<file path="config.mk">
export PLATFORM = sky130hd
export DESIGN_NAME = issue_ctrl
export DESIGN_NICKNAME = d
export VERILOG_FILES = /design/src/rtl/issue_ctrl.sv
export SDC_FILE = /design/constraint.sdc
export NUM_CORES = 1
export LEC_CHECK = 0
export ABC_AREA = 1
export CORE_MARGIN = 5
export CORE_UTILIZATION = 51
export CTS_CLUSTER_DIAMETER = 150
export DETAILED_ROUTE_END_ITERATION = 10
export PLACE_DENSITY_LB_ADDON = 0.25
export SLEW_MARGIN = 30
export SYNTH_ARGS = -nofsm -noshare
export SYNTH_HDL_FRONTEND = slang
export SYNTH_SLANG_ARGS = --single-unit
</file>
<file path="constraint.sdc">
create_clock -name clock -period 4.2 [get_ports clock]
set_input_delay 1.26 -clock clock [delete_from_list [all_inputs] [get_ports clock]]
set_output_delay 1.26 -clock clock [all_outputs]
set_load 0.01 [all_outputs]
</file>
<file path="src/rtl/issue_ctrl.sv">
// In-order issue controller: register scoreboard, mul/div sequencing, fence drain
// and redirect kill. Decides each cycle whether the ID instruction moves to EX.
module issue_ctrl #(
  parameter int MULDIV_CYCLES = 33,
  parameter int CNT_W         = 6
) (
  input  logic        clock,
  input  logic        reset,
  input  logic        id_valid,
  input  logic [4:0]  id_rs1,
  input  logic [4:0]  id_rs2,
  input  logic [4:0]  id_rd,
  input  logic        id_muldiv,
  input  logic        id_fence,
  input  logic        ex_redirect,
  input  logic        wb_valid,
  input  logic [4:0]  wb_rd,
  output logic        issue,
  output logic        stall,
  output logic        kill_id,
  output logic        muldiv_busy,
  output logic        muldiv_done,
  output logic        fence_pulse,
  output logic [31:0] pending
);

  // Handshake: ID offers an instruction with id_valid; issue is the same-cycle
  // accept. stall is asserted exactly when a live (non-killed) offer is not accepted.

  localparam logic [CNT_W-1:0] CNT_LOAD = CNT_W'(MULDIV_CYCLES - 1);

  // The mul/div FSM state is directly observable on muldiv_busy.
  typedef enum logic {
    MD_IDLE = 1'b0,
    MD_BUSY = 1'b1
  } md_state_t;

  md_state_t        state_q, state_d;
  logic [CNT_W-1:0] cnt_q, cnt_d;
  logic [31:0]      pending_q, pending_d;
  logic [31:0]      wb_clr, eff, id_set;
  logic             raw, mdblock, fence_hold, md_start, cnt_zero;

  // Register file is write-first, so the retiring write already resolves hazards.
  assign wb_clr   = wb_valid ? (32'd1 << wb_rd) : 32'd0;
  assign eff      = pending_q & ~wb_clr;
  assign raw      = ((id_rs1 != 5'd0) && eff[id_rs1]) ||
                    ((id_rs2 != 5'd0) && eff[id_rs2]);
  assign cnt_zero = (cnt_q == '0);

  always_comb begin
    muldiv_busy = (state_q == MD_BUSY);
    muldiv_done = muldiv_busy && cnt_zero;
    mdblock     = muldiv_busy && !muldiv_done;
    fence_hold  = id_fence && ((eff != 32'd0) || mdblock);
    kill_id     = ex_redirect;
    issue       = id_valid && !kill_id && !raw && !mdblock && !fence_hold;
    stall       = id_valid && !kill_id && !issue;
    fence_pulse = issue && id_fence;
    md_start    = issue && id_muldiv;
    pending     = pending_q;
  end

  always_comb begin
    state_d = state_q;
    cnt_d   = cnt_q;
    case (state_q)
      MD_IDLE: begin
        if (md_start) begin
          state_d = MD_BUSY;
          cnt_d   = CNT_LOAD;
        end
      end
      MD_BUSY: begin
        if (cnt_zero) begin
          // Back-to-back mul/div may issue in the done cycle and reloads.
          if (md_start) begin
            state_d = MD_BUSY;
            cnt_d   = CNT_LOAD;
          end else begin
            state_d = MD_IDLE;
            cnt_d   = '0;
          end
        end else begin
          cnt_d = cnt_q - 1'b1;
        end
      end
      default: begin
        state_d = MD_IDLE;
        cnt_d   = '0;
      end
    endcase
  end

  // Set after clear so a same-register issue keeps its bit; x0 never tracked.
  assign id_set    = (issue && (id_rd != 5'd0)) ? (32'd1 << id_rd) : 32'd0;
  assign pending_d = (eff | id_set) & 32'hFFFF_FFFE;

  always_ff @(posedge clock or posedge reset) begin
    if (reset) begin
      state_q   <= MD_IDLE;
      cnt_q     <= '0;
      pending_q <= '0;
    end else begin
      state_q   <= state_d;
      cnt_q     <= cnt_d;
      pending_q <= pending_d;
    end
  end

endmodule

</file>
Word-level counts from Yosys, hierarchy flattened. Index checks and enable logic that the tools add are counted. W data, S select, Z words.

Bits in registers: 38. Input bits: 27. Output and inout port bits: 38. Logic and storage cells: 52.

$add $sub $neg: 1. Order comparisons: 2. Eq/ne operators: 1. Shift operators: 2. Multiplexer cells: 13. Bitwise logic cells: 4. Reduce and logical (&&, ||, !) cells: 26.

Operator list (number): $mux W32 (2); $shl A1 B5 Y32 const A (2); $and A32 B32 Y32 (1); $not A32 Y32 (1); $or A32 B32 Y32 (1); $reduce_bool A32 Y1 (1); $mux W6 (3); $reduce_bool A5 Y1 (3); $logic_and A1 B1 Y1 (13); $lt A5 B6 Y1 const B (2); $pmux W6 S2 (1); $bmux W1 S5 (2); $logic_not A1 Y1 (6); $logic_not A6 Y1 (1); $sub A6 B1 Y6 const B (1); $mux W1 (4); $logic_or A1 B1 Y1 (2); $ne A2 B2 Y1 const B (1); $pmux W1 S2 (1); $not A1 Y1 (1).

Logic depth before layout (Yosys ltp).
Word-level depth: 16. Gate-level depth with buffers: 18. Depth with buffers taken out: 17.

Worst setup path before layout. No wires, ideal clock.

Kind: input to output. Start point: input id_rs2[0]. End point: output stall. Arrival time: 2.868 ns. Data required time: 2.940 ns. Slack: 0.072 ns. Cell stages on the path: 14. Path buffers: 2. Path through: buf_2 inv_2 nor2_1 nand3_1 nand2_1 inv_1 nand2_1 nand3_1 nand3_1 nand2_1 nand3_2 inv_4 buf_6 nor3_1.

Cells in the longest elaborated chain, start to end: 10. Elaborated cells on any way between the ends: 11. Those cells by class: mux: 2; reduce/logical: 9.

RTL lines: start: declaration (line 11) `input logic [4:0] id_rs2,`; $bmux W1 S5 (line 48) `((id_rs2 != 5'd0) && eff[id_rs2]);`; $mux W1 (not written as such) (line 48); $logic_and A1 B1 Y1 * (line 48); $logic_or A1 B1 Y1 * (line 47) `assign raw = ((id_rs1 != 5'd0) && eff[id_rs1]) ||`; $logic_not A1 Y1 * (line 57) `issue = id_valid && !kill_id && !raw && !mdblock && !fence_hold;`; $logic_and A1 B1 Y1 * (3 in a row) (line 57); named net issue (line 18) `output logic issue,`; $logic_not A1 Y1 * (line 58) `stall = id_valid && !kill_id && !issue;`; $logic_and A1 B1 Y1 * (line 58); end: declaration (line 19) `output logic stall,`.

The timed path passes the listed nets; every way through them passes the cells marked *. The select of a mux whose other input is x is not followed.

Final worst setup path.
Start point: input wb_valid. End point: output stall.

Cells in the longest elaborated chain, start to end: 13. Elaborated cells on any way between the ends: 20. Those cells by class: mux: 5; bitwise: 2; reduce/logical: 13.

RTL lines: start: declaration (line 16) `input logic wb_valid,`; $mux W32 * (line 45) `assign wb_clr = wb_valid ? (32'd1 << wb_rd) : 32'd0;`; $not A32 Y32 * (line 46) `assign eff = pending_q & ~wb_clr;`; $and A32 B32 Y32 * (line 46); $bmux W1 S5 (on tied branches) (line 47, 48); $mux W1 (on tied branches) (line 47, 48); $logic_and A1 B1 Y1 (on tied branches) (line 47, 48); $logic_or A1 B1 Y1 (line 47); $logic_not A1 Y1 (line 57); $logic_and A1 B1 Y1 (2 in a row) (line 57); $logic_and A1 B1 Y1 * (line 57); $logic_not A1 Y1 * (line 58); $logic_and A1 B1 Y1 * (line 58).

Every way passes the cells marked *; elsewhere a longest branch is shown, timed or not. The select of a mux whose other input is x is not followed.

==> flow_metrics.py <==
metrics = {
    "layout": {
        "layout_common_cells": "nand2_1 (126), nand3_1 (104), buf_4 (97)",
        "antennaDiodeCount": 0,
        "final_common_cell": "nand2_1",
        "fin_util_pct": 86.3,
        "syn2layout_area_growth_pct": 65.1,
        "layoutNonFillerInstCount": 686,
        "nFillCells": 325,
        "postLayoutCellArea_um2": 4720,
        "drive_above_1_share_pct": 30.9,
        "nNetsFinal": 642,
    },
    "clock_network": {
        "clkSlewWorstSetupHoldPaths_ps": 80,
        "clkSinkCount": 38,
        "clockBufferDepth": 2,
        "cts-root-buf": "clkbuf_8",
        "ctsHtreeMaxLevel": 2,
        "cts_tree": "done",
        "clkLatencyLatePin_ps": 300,
        "numCtsBuffers": 5,
        "hold_buffers": 0,
    },
    "die": {
        "placementRows": 27,
        "die_y_um": 84.9,
        "start_util_pct": 52.3,
        "core_um2": 5470,
        "die_x_um": 84.9,
        "die-area_um2": 7210,
        "ios": 65,
    },
    "pwr": {
        "fin_total_pwr_mw": 1.28,
        "leakage_nw": 2.35,
        "power_density_nw_per_um2": 272,
        "peakVddDrop_uv": 324,
    },
    "status": {
        "violations": "setup timing",
        "status": "finished with violations",
    },
    "detailed_routing": {
        "wire_per_inst_um": 19.6,
        "route.vias.total": 4129,
        "drt-total-wl_mm": 13.5,
        "drt_iter0_drc": 574,
        "via_per_inst": 6.02,
        "drt_pass1_iterations": 7,
        "ant_nets": 0,
        "drc": 0,
    },
    "min_path": {
        "hold_depth": 2,
        "hold_path_end": "cnt_q[0]$_DFFE_PP0P_",
        "worstHoldStart": "cnt_q[0]$_DFFE_PP0P_",
        "hp-class": "reg -> reg",
    },
    "setup_path": {
        "crit_chain": "buf_12, nand2_8, clkinvlp_4, nand4_1, nand2_2, nand2_1, nand2_1, nor2_1, nand2_1, nand3_1, nand2_1, nand2_1, nand2_2, nand3_4, inv_4, nor3_2, buf_2",
        "path_max_fanout": 5,
        "r2r-start": "cnt_q[0]$_DFFE_PP0P_",
        "r2r-end": "pending[20]$_DFF_PP0_",
        "crit_required_ps": 2940,
        "worst_path_largest_cell_delay_ps": 200,
        "crit_slowest_cell": "nor2_1",
        "cp_num_buf_inv": 4,
        "cp.arrival_ps": 3080,
        "critPathLaunchType": "primary input",
        "path_class": "in -> out",
        "rrSetupSlack_ps": 1660,
        "crit_path_end_kind": "primary output",
        "crit_path_start": "wb_valid",
        "worst_r2r_path_depth": 13,
        "crit_family": "simple AND/OR/NAND/NOR gates",
        "cpMostUsedCell": "nand2_1",
    },
    "global_routing": {
        "antenna_found_initial": 0,
        "grt_pass1_vias": 3885,
        "grt_overflow": 0,
        "grt_start_max_net_pins": 39,
        "grt_pass1_wl_mm": 19.8,
        "grt.total_usage_pct": 35.3,
    },
    "place": {
        "dp_cells": 650,
        "port_buffers": 63,
        "dpl_cell_area_um2": 4050,
        "dp_hpwl_mm": 8.81,
        "place_congestion": 1.01,
        "dp_slack_ps": -1050,
    },
    "timing": {
        "min_period_ps": 4340,
        "clock_skew_ps": 8.17,
        "final_hold_viol_count": 0,
        "rsz0062_at_grt": "true",
        "period_share_pct": 103,
        "slew_viol_final": 0,
        "fin_setup_tns_ps": -353,
        "tightest_slew_ps": 682,
        "fmax_mhz": 230,
        "worst_slack_ps": -145,
        "setup_viol": 3,
        "slew_headroom_pct": 54.4,
        "whs_ps": 552,
    },
    "logic_synthesis": {
        "ys_seq_area_share_pct": 33.2,
        "synth_cell_types": 29,
        "netlist_instances": 459,
        "ys_warn_count": 0,
        "syn-num-nets": 488,
        "syn-cell-area_um2": 2860,
        "ys_seq_elements": 38,
        "avgSynthCellArea_um2": 6.23,
    },
    "job": {
        "drv_cap": 0,
    },
}
[power by group]
| part | total, mW | internal [mW] | switching, mW |
|---|---|---|---|
| registers | 0.449 | 0.405 | 0.0437 |
| logic | 0.517 | 0.225 | 0.292 |
| clock network | 0.319 | 0.177 | 0.141 |
| total | 1.28 | 0.807 | 0.477 |
[worst max path at each step]
stage / end / depth (start not counted) / slack (ps)
after floorplan: stall / 14 / 70
after global placement: stall / 17 / -990
after detailed placement: fence_pulse / 16 / -1050
after CTS: fence_pulse / 15 / -40
after global routing: stall / 17 / -260
final: stall / 17 / -140
[area by class of cell]
class                   count  area (um^2)  share of cell area, %
repair inverters            1         7.51                  0.159
clock inverters             2         37.5                  0.795
inverters                  34          153                   3.23
clock buffers               6         72.6                   1.54
flip-flops and latches     38          951                   20.1
well taps                  72         90.1                   1.91
multi-input cells         369         1950                   41.4
repair buffers            164         1460                   30.9
[Yosys cell counts]
library cell | count | share of area [%]
a21o_1 | 1 | 0.26
a21oi_1 | 12 | 2.1
buf_2 | 6 | 1.0
buf_4 | 3 | 0.79
buf_6 | 4 | 1.6
clkbuf_1 | 5 | 0.66
clkinv_1 | 1 | 0.13
conb_1 | 1 | 0.13
dfrtp_1 | 38 | 33
ha_1 | 2 | 0.87
inv_1 | 28 | 3.7
inv_2 | 4 | 0.52
inv_4 | 1 | 0.22
nand2_1 | 150 | 20
nand3_1 | 116 | 20
nand3_2 | 2 | 0.70
nand4_1 | 6 | 1.3
nand4_2 | 1 | 0.44
nor2_1 | 57 | 7.5
nor2_2 | 4 | 0.87
nor2_4 | 1 | 0.39
nor3_1 | 4 | 0.70
o211ai_1 | 2 | 0.52
o21ai_0 | 2 | 0.35
o21ai_1 | 2 | 0.35
o21ai_2 | 3 | 0.92
o22ai_1 | 1 | 0.22
or2_2 | 1 | 0.22
xor2_1 | 1 | 0.31
[worst reg2reg max path, stage by stage, from the launching register on]
cell and delay, ps:
dfrtp_1 400, inv_1 170, ha_1 200, nand3_1 150, nand2_1 180, inv_1 100, nor3_1 220, nand2_2 110
nor2_4 140, nand3_4 120, inv_4 80, buf_4 270, nand3_1 190, nand2_1 140
[sequential cells by signal (all words and copies together) (netlist names)]
name / cells
cnt_q: 6
pending: 31
muldiv_busy: 1
[layer usage]
layer  part of all wire, %  wire, um  track usage [%]
met5                     0         0                0
met4                   5.9       789             15.8
met3                    10      1400             6.21
met2                    47      6380             59.9
met1                    36      4880             43.7
[kinds of logic (layout without fill, tap and decap cells)]
kind of cell	Yosys count	after routing	share of synthesized area [%]
buffers and inverters	52	207	8.62
AOI/OAI and AO/OA	23	23	4.72
and+or+nand+nor	342	342	52.1
other	1	1	0.131
DFF	38	38	33.2
xor gates and xnor gates	1	1	0.306
adders and majority gates	2	2	0.875
[timing repair]
item                                    in CTS  in global routing
cloned                                       2                  0
buffers inserted                            21                  5
endpoints found under the hold margin        0                  0
pin swaps                                   35                 25
resized for setup                          106                 42
endpoints found under the setup margin       3                  3
No activity file was read; power rests on OpenSTA's default activity.
